**src/rtl/ram_dma.sv**
```systemverilog
// ram_dma: single-channel block-copy engine driving a synchronous RAM port.
// Optional fill mode is compiled in with `define RAM_DMA_FILL_EN.
module ram_dma #(
    parameter int ADDR_W = 8,
    parameter int DATA_W = 64
) (
    input  logic              clk,
    input  logic              reset_n,
    input  logic              start,
    input  logic [ADDR_W-1:0] src_addr,
    input  logic [ADDR_W-1:0] dst_addr,
    input  logic [ADDR_W-1:0] len,
    output logic              busy,
    output logic              done,
    output logic              cen,
    output logic              wen,
    output logic [ADDR_W-1:0] s_addr,
    output logic [DATA_W-1:0] s_din,
    input  logic [DATA_W-1:0] s_dout
`ifdef RAM_DMA_FILL_EN
    ,
    input  logic              fill,
    input  logic [DATA_W-1:0] fill_data
`endif
);

    typedef enum logic [2:0] {
        S_IDLE,
        S_RD,
        S_WT,
        S_WR,
        S_FIN
    } state_e;

    localparam logic [ADDR_W-1:0] ONE = ADDR_W'(1);

    state_e            state_q, state_d;
    logic [ADDR_W-1:0] src_q, src_d;
    logic [ADDR_W-1:0] dst_q, dst_d;
    logic [ADDR_W-1:0] rem_q, rem_d;
    logic [ADDR_W-1:0] addr_q, addr_d;
    logic [DATA_W-1:0] din_q, din_d;
    logic              cen_q, cen_d;
    logic              wen_q, wen_d;
    logic              busy_q, busy_d;
    logic              done_q, done_d;
    logic              fill_mode;

`ifdef RAM_DMA_FILL_EN
    logic fill_q, fill_d;

    // Fill-mode flag, latched with the operands.
    always_ff @(posedge clk or negedge reset_n) begin
        if (!reset_n) fill_q <= 1'b0;
        else          fill_q <= fill_d;
    end

    assign fill_mode = fill_q;
`else
    assign fill_mode = 1'b0;
`endif

    // Next-state, pointer and registered-output computation.
    always_comb begin
        state_d = state_q;
        src_d   = src_q;
        dst_d   = dst_q;
        rem_d   = rem_q;
        addr_d  = addr_q;
        din_d   = din_q;
`ifdef RAM_DMA_FILL_EN
        fill_d  = fill_q;
`endif
        case (state_q)
            S_IDLE: begin
                if (start) begin
                    src_d = src_addr;
                    dst_d = dst_addr;
                    rem_d = len;
`ifdef RAM_DMA_FILL_EN
                    fill_d = fill;
`endif
                    if (len == '0) begin
                        state_d = S_FIN;
`ifdef RAM_DMA_FILL_EN
                    end else if (fill) begin
                        state_d = S_WR;
                        addr_d  = dst_addr;
                        din_d   = fill_data;
`endif
                    end else begin
                        state_d = S_RD;
                        addr_d  = src_addr;
                    end
                end
            end
            S_RD: state_d = S_WT;
            S_WT: begin
                state_d = S_WR;
                din_d   = s_dout;
                addr_d  = dst_q;
            end
            S_WR: begin
                src_d = src_q + ONE;
                dst_d = dst_q + ONE;
                rem_d = rem_q - ONE;
                if (rem_q == ONE) begin
                    state_d = S_FIN;
                end else if (fill_mode) begin
                    state_d = S_WR;
                    addr_d  = dst_q + ONE;
                end else begin
                    state_d = S_RD;
                    addr_d  = src_q + ONE;
                end
            end
            S_FIN:   state_d = S_IDLE;
            default: state_d = S_IDLE;
        endcase
        // Outputs are registered against the state being entered.
        cen_d  = (state_d == S_RD) || (state_d == S_WR);
        wen_d  = (state_d == S_WR);
        busy_d = (state_d == S_RD) || (state_d == S_WT) ||
                 (state_d == S_WR);
        done_d = (state_d == S_FIN);
    end

    // State, counters and output flops.
    always_ff @(posedge clk or negedge reset_n) begin
        if (!reset_n) begin
            state_q <= S_IDLE;
            src_q   <= '0;
            dst_q   <= '0;
            rem_q   <= '0;
            addr_q  <= '0;
            din_q   <= '0;
            cen_q   <= 1'b0;
            wen_q   <= 1'b0;
            busy_q  <= 1'b0;
            done_q  <= 1'b0;
        end else begin
            state_q <= state_d;
            src_q   <= src_d;
            dst_q   <= dst_d;
            rem_q   <= rem_d;
            addr_q  <= addr_d;
            din_q   <= din_d;
            cen_q   <= cen_d;
            wen_q   <= wen_d;
            busy_q  <= busy_d;
            done_q  <= done_d;
        end
    end

    assign busy   = busy_q;
    assign done   = done_q;
    assign cen    = cen_q;
    assign wen    = wen_q;
    assign s_addr = addr_q;
    assign s_din  = din_q;

endmodule

```
**config.mk**
```make
export PLATFORM = sky130hd
export DESIGN_NAME = ram_dma
export DESIGN_NICKNAME = d
export VERILOG_FILES = /design/src/rtl/ram_dma.sv
export SDC_FILE = /design/constraint.sdc
export NUM_CORES = 1
export LEC_CHECK = 0
export BUFFER_PORTS_ARGS = -buffer_cell sky130_fd_sc_hd__buf_2
export CAP_MARGIN = 0
export CORE_MARGIN = 2
export CORE_UTILIZATION = 49
export DETAILED_ROUTE_END_ITERATION = 10
export PLACE_DENSITY = 0.79
export SLEW_MARGIN = 10
export SYNTH_ARGS = -nofsm -noshare
export SYNTH_HDL_FRONTEND = slang
export SYNTH_SLANG_ARGS = --single-unit
```
**constraint.sdc**
```tcl
create_clock -name clk -period 2.2 [get_ports clk]
set_clock_uncertainty 0.1 [all_clocks]
set_input_delay 0.11 -clock clk [delete_from_list [all_inputs] [get_ports clk]]
set_output_delay 0.11 -clock clk [all_outputs]
set_load 0.01 [all_outputs]
```
---- After elaboration in Yosys (flattened, before gate mapping) ----
Cells that the tools add are included.
word-level totals
  bits in registers ....................... 103
  bits in latches ......................... 0
  RAM bits ................................ 0
  ROM bits ................................ 0
  input bits .............................. 91
  memories ................................ 0
operators by class
  add/subtract/negate cells ............... 3
  multiply operators ...................... 0
  div/mod/pow operators ................... 0
  order comparisons ....................... 0
  equal/unequal tests ..................... 11
  shifts and indexed selects .............. 0
  multiplexer cells ....................... 14
  bitwise operators ....................... 0
  reductions and logical operators ........ 9
operators with widths
  kind                 count
  $mux 8               6
  $pmux 8 s2           3
  $pmux 8 s3           1
  $add 8x1->8 const B  2
  $eq 3x2->1 const B   4
  $pmux 3 s4           1
  $mux 3               3
  $eq 8x1->1 const B   1
  $logic_not 8->1      1
  $sub 8x1->8 const B  1
  $eq 3x1->1 const B   2
  $ne 2x2->1 const B   3
  $reduce_and 4->1     1
  $eq 3x3->1 const B   1
  $logic_not 3->1      1
  $logic_or 1x1->1     3
  $reduce_bool 3->1    1
  $reduce_and 2->1     1
  $reduce_bool 2->1    1

---- Longest topological paths before layout ----
  depth after elaboration ................. 7
  mapped depth ............................ 7
  gate-level depth less buffers ........... 5

---- Worst setup path before layout ----
OpenSTA, ideal clock, no wires.
  kind .................................... register -> register
  start point ............................. register rem_q[5]
  end point ............................... register addr_q[0] (netlist: s_addr[0])
  library setup time ...................... 0.125 ns
  data arrival time ....................... 1.567 ns
  required time ........................... 1.975 ns
  path slack .............................. 0.408 ns
  cell stages (with the launch flop) ...... 6
  path buffers ............................ 1
  path through ............................ dfrtp_1 -> nor4_2 -> a41oi_1 -> a21oi_2 -> buf_4 -> mux2_2
between the ends
  word-level cells in the longest chain between the ends .. 3
RTL lines
  element                            line  source
  start, declared                    40    logic [ADDR_W-1:0] rem_q, rem_d;
  start signal, assigned             145   rem_q <= rem_d;
  $eq 8x1->1                         107   if (rem_q == ONE) begin
  $ne 2x2->1 (no source line)        -
  $reduce_and 4->1 (no source line)  -
  end signal, assigned               146   addr_q <= addr_d;
  end, declared                      41    logic [ADDR_W-1:0] addr_q, addr_d;
No other way between the ends.
A chain may end at the register's enable or synchronous reset.

---- Worst setup path in the final report ----
  start point ............................. register rem_q[5]
  end point ............................... register addr_q[4] (netlist: s_addr[4])
Same word-level chain as after synthesis.

==> out/results.ini <==
[floorplanning]
dieWidth_um = 101
rows = 35
die_h_um = 101
ios = 167
coreArea_mm2 = 0.00915
floorplan.die_area_mm2 = 0.0101
start_util_pct = 49.9

[synth]
synth-edff-count = 0
synth-main-ff-cell = dfrtp_1
syn_area_per_cell_um2 = 12.3
yosys.area.top_type = dfrtp_1
synth_top_area_share_pct = 56.4
synthArstFlopShare_pct = 100
syn-num-nets = 465
ys_ff_latch = 103
postSynthCellCount = 370
synth_cell_types = 45
yosysSeqAreaShare_pct = 56.4
synthTopCellsByArea = dfrtp_1, mux2_2, nor2_1
syn_area_mm2 = 0.00457
yosys_warnings = 0

[layout]
layout.nets = 720
drive_gt1_share_pct = 43.2
area_delta_synth_final_pct = 44.6
design_area_mm2 = 0.00660
insertedDiodeCount = 0

[power]
irDropWorstVdd_uv = 760
finalPower_mw = 8.90
p_leak_nw = 3.04
cellPowerDensity_mw_per_mm2 = 1350

[critical_path]
crit_cells = 5
crit_required_ns = 2.35
cp-end-kind = flip-flop
crit_buf_inv = 1
critPathKind = reg -> reg
cp_cell_sequence = nor4_2, a41oi_1, a21oi_2, buf_4, mux2_2
arrival_ns = 2.13
critPathMaxFanout = 11
r2r_cells = 5
start_kind = flip-flop
crit_family = simple AND/OR/NAND/NOR gates
worstSetupStartpoint = rem_q[5]
slowest_delay_ns = 0.43
reg2reg_from = rem_q[5]
cp_slowest_cell = nor4_2

[timing]
fmax_mhz = 504
tns_ns = 0
setup_viol_count_final = 0
worst_pin_slew_ns = 0.579
slew_violations = 0
fin_crit_sh_pct = 90.2
rsz0062_at_grt = false
maxSlewHeadroom_pct = 61.4
finalCriticalPeriod_ns = 1.98
hold_violations = 0

[route]
post_drt_wl_per_cell_um = 17.5
drc = 0
dr.pass1.iters = 5
ant_nets = 0
routed_wl_um = 12900
via_per_inst = 5.44
first_iter_violations = 139
via_count = 4026

[global_route]
grt_pass1_vias = 3990
grt_usage_pct = 25.5
grt_pass1_wl_um = 19900
grt_max_degree = 66
grt_overflow = 0
antenna_found_initial = 0

[clocking]
clk_latency_ns = 0.36
cts_sinks = 103
clk_pin_slew_ns = 0.11
clockRootBuffer = clkbuf_8
cts_buffers = 9
post_cts.repair.setup_buffers = 0
ctsHoldBuffers = 89
ctsResizeCount = 0
cts_max_level = 3
clockBufferDepth = 2
cts_tree = yes

[hold_path]
hold_class = in -> async

[run_status]
run_status = completed

[place]
finalWeightedCongestion = 0.825
dpl_cell_area_mm2 = 0.00553
hpwlAfterDp_um = 7960
port-buffer-count = 166

[flow_run]
max-cap-violations = 0

state kept, by name, indices dropped and copies added (netlist names):
| register | cells |
|---|---|
| s_addr | 8 |
| rem_q | 8 |
| state_q | 3 |
| src_q | 8 |
| cen | 1 |
| s_din | 64 |
| dst_q | 8 |
| done | 1 |
| wen | 1 |
| busy | 1 |
metal layers:
| layer | part of all wire, % | GRT usage, % | up-vias |
|---|---|---|---|
| li1 | - | - | 1873 |
| met1 | 39 | 30.4 | 1933 |
| met2 | 52 | 45.5 | 193 |
| met3 | 6.9 | 4.44 | 27 |
| met4 | 2.4 | 10.5 | 0 |
| met5 | 0 | 0 | - |
worst paths after layout:
kind | endpoint | slack [ns]
worst max-delay path | s_addr[4] | 0.22
worst min-delay path | s_din[53] | 0.19
worst max register to register | s_addr[4] | 0.22
worst min register to register | s_addr[0] | 0.41
max in group asynchronous | rem_q[3] | 1.09
min in group clk | src_q[1] | 0.29
cell usage after synthesis, drive strengths merged (3+ instances only):
master / instances
a211oi: 3
a21oi: 16
a221o: 3
a311oi: 3
buf: 17
clkbuf: 6
dfrtp: 103
ha: 4
inv: 9
mux2: 70
mux2i: 4
nand2: 23
nand3: 14
nand4: 5
nor2: 24
nor4: 5
nor4bb: 5
o211ai: 5
o21ai: 16
o22ai: 3
o311ai: 3
or4: 7
cell type report:
cell class | instances | area [um^2]
sequential | 103 | 2580
fill | 591 | 2550
timing repair buffer | 267 | 1840
multi-input combinational | 235 | 1830
tap | 111 | 139
clock buffer | 9 | 124
clock inverter | 6 | 55.1
inverter | 9 | 33.8
cells in the final DEF (no fill, tap or decap), types with 4 or more instances in the layout:
| cell | netlist | routed |
|---|---|---|
| nand4_1 | 5 | 5 |
| nand2_1 | 22 | 22 |
| buf_4 | 1 | 11 |
| nor4_1 | 4 | 4 |
| o211ai_1 | 5 | 5 |
| dfrtp_1 | 103 | 103 |
| inv_1 | 9 | 9 |
| buf_2 | 13 | 165 |
| a21oi_1 | 15 | 15 |
| clkbuf_8 | 0 | 9 |
| mux2_2 | 70 | 70 |
| or4_1 | 6 | 6 |
| mux2i_1 | 4 | 4 |
| nor2_1 | 24 | 23 |
| nor4bb_1 | 5 | 5 |
| nand3_1 | 14 | 14 |
| o21ai_0 | 16 | 16 |
| dlygate4sd3_1 | 0 | 89 |
| ha_1 | 4 | 4 |
per-stage QoR:
stage          std cells  utilization, %  hold WS [ns]  worst slack (ns)
2_1_floorplan        370               -        -0.286             0.408
3_3_place_gp         636            60.5        0.0402             0.321
3_5_place_dp         636            60.5        0.0465             0.227
4_1_cts              740            72.1         0.175             0.212
5_1_grt              740            72.1         0.233            0.0679
6_report             740            72.1         0.194             0.216
power breakdown:
group          switching [mW]  internal [mW]  leakage, nW
sequential              0.682           2.84         1.21
combinational            2.14           2.11         1.75
clock                   0.697          0.426       0.0853
logic make-up (layout without fill, tap and decap cells):
family	Yosys count	after routing	synth area share [%]
adder cells (fa/ha/maj)	4	4	1.10
buffers and inverters	32	291	3.56
flip-flops	103	103	56.4
multiplexers	74	74	18.1
AO/OA/AOI/OAI	61	61	8.71
XOR/XNOR	4	4	0.767
AND/OR/NAND/NOR	92	92	11.3
Power figures use the tool's default switching activity.
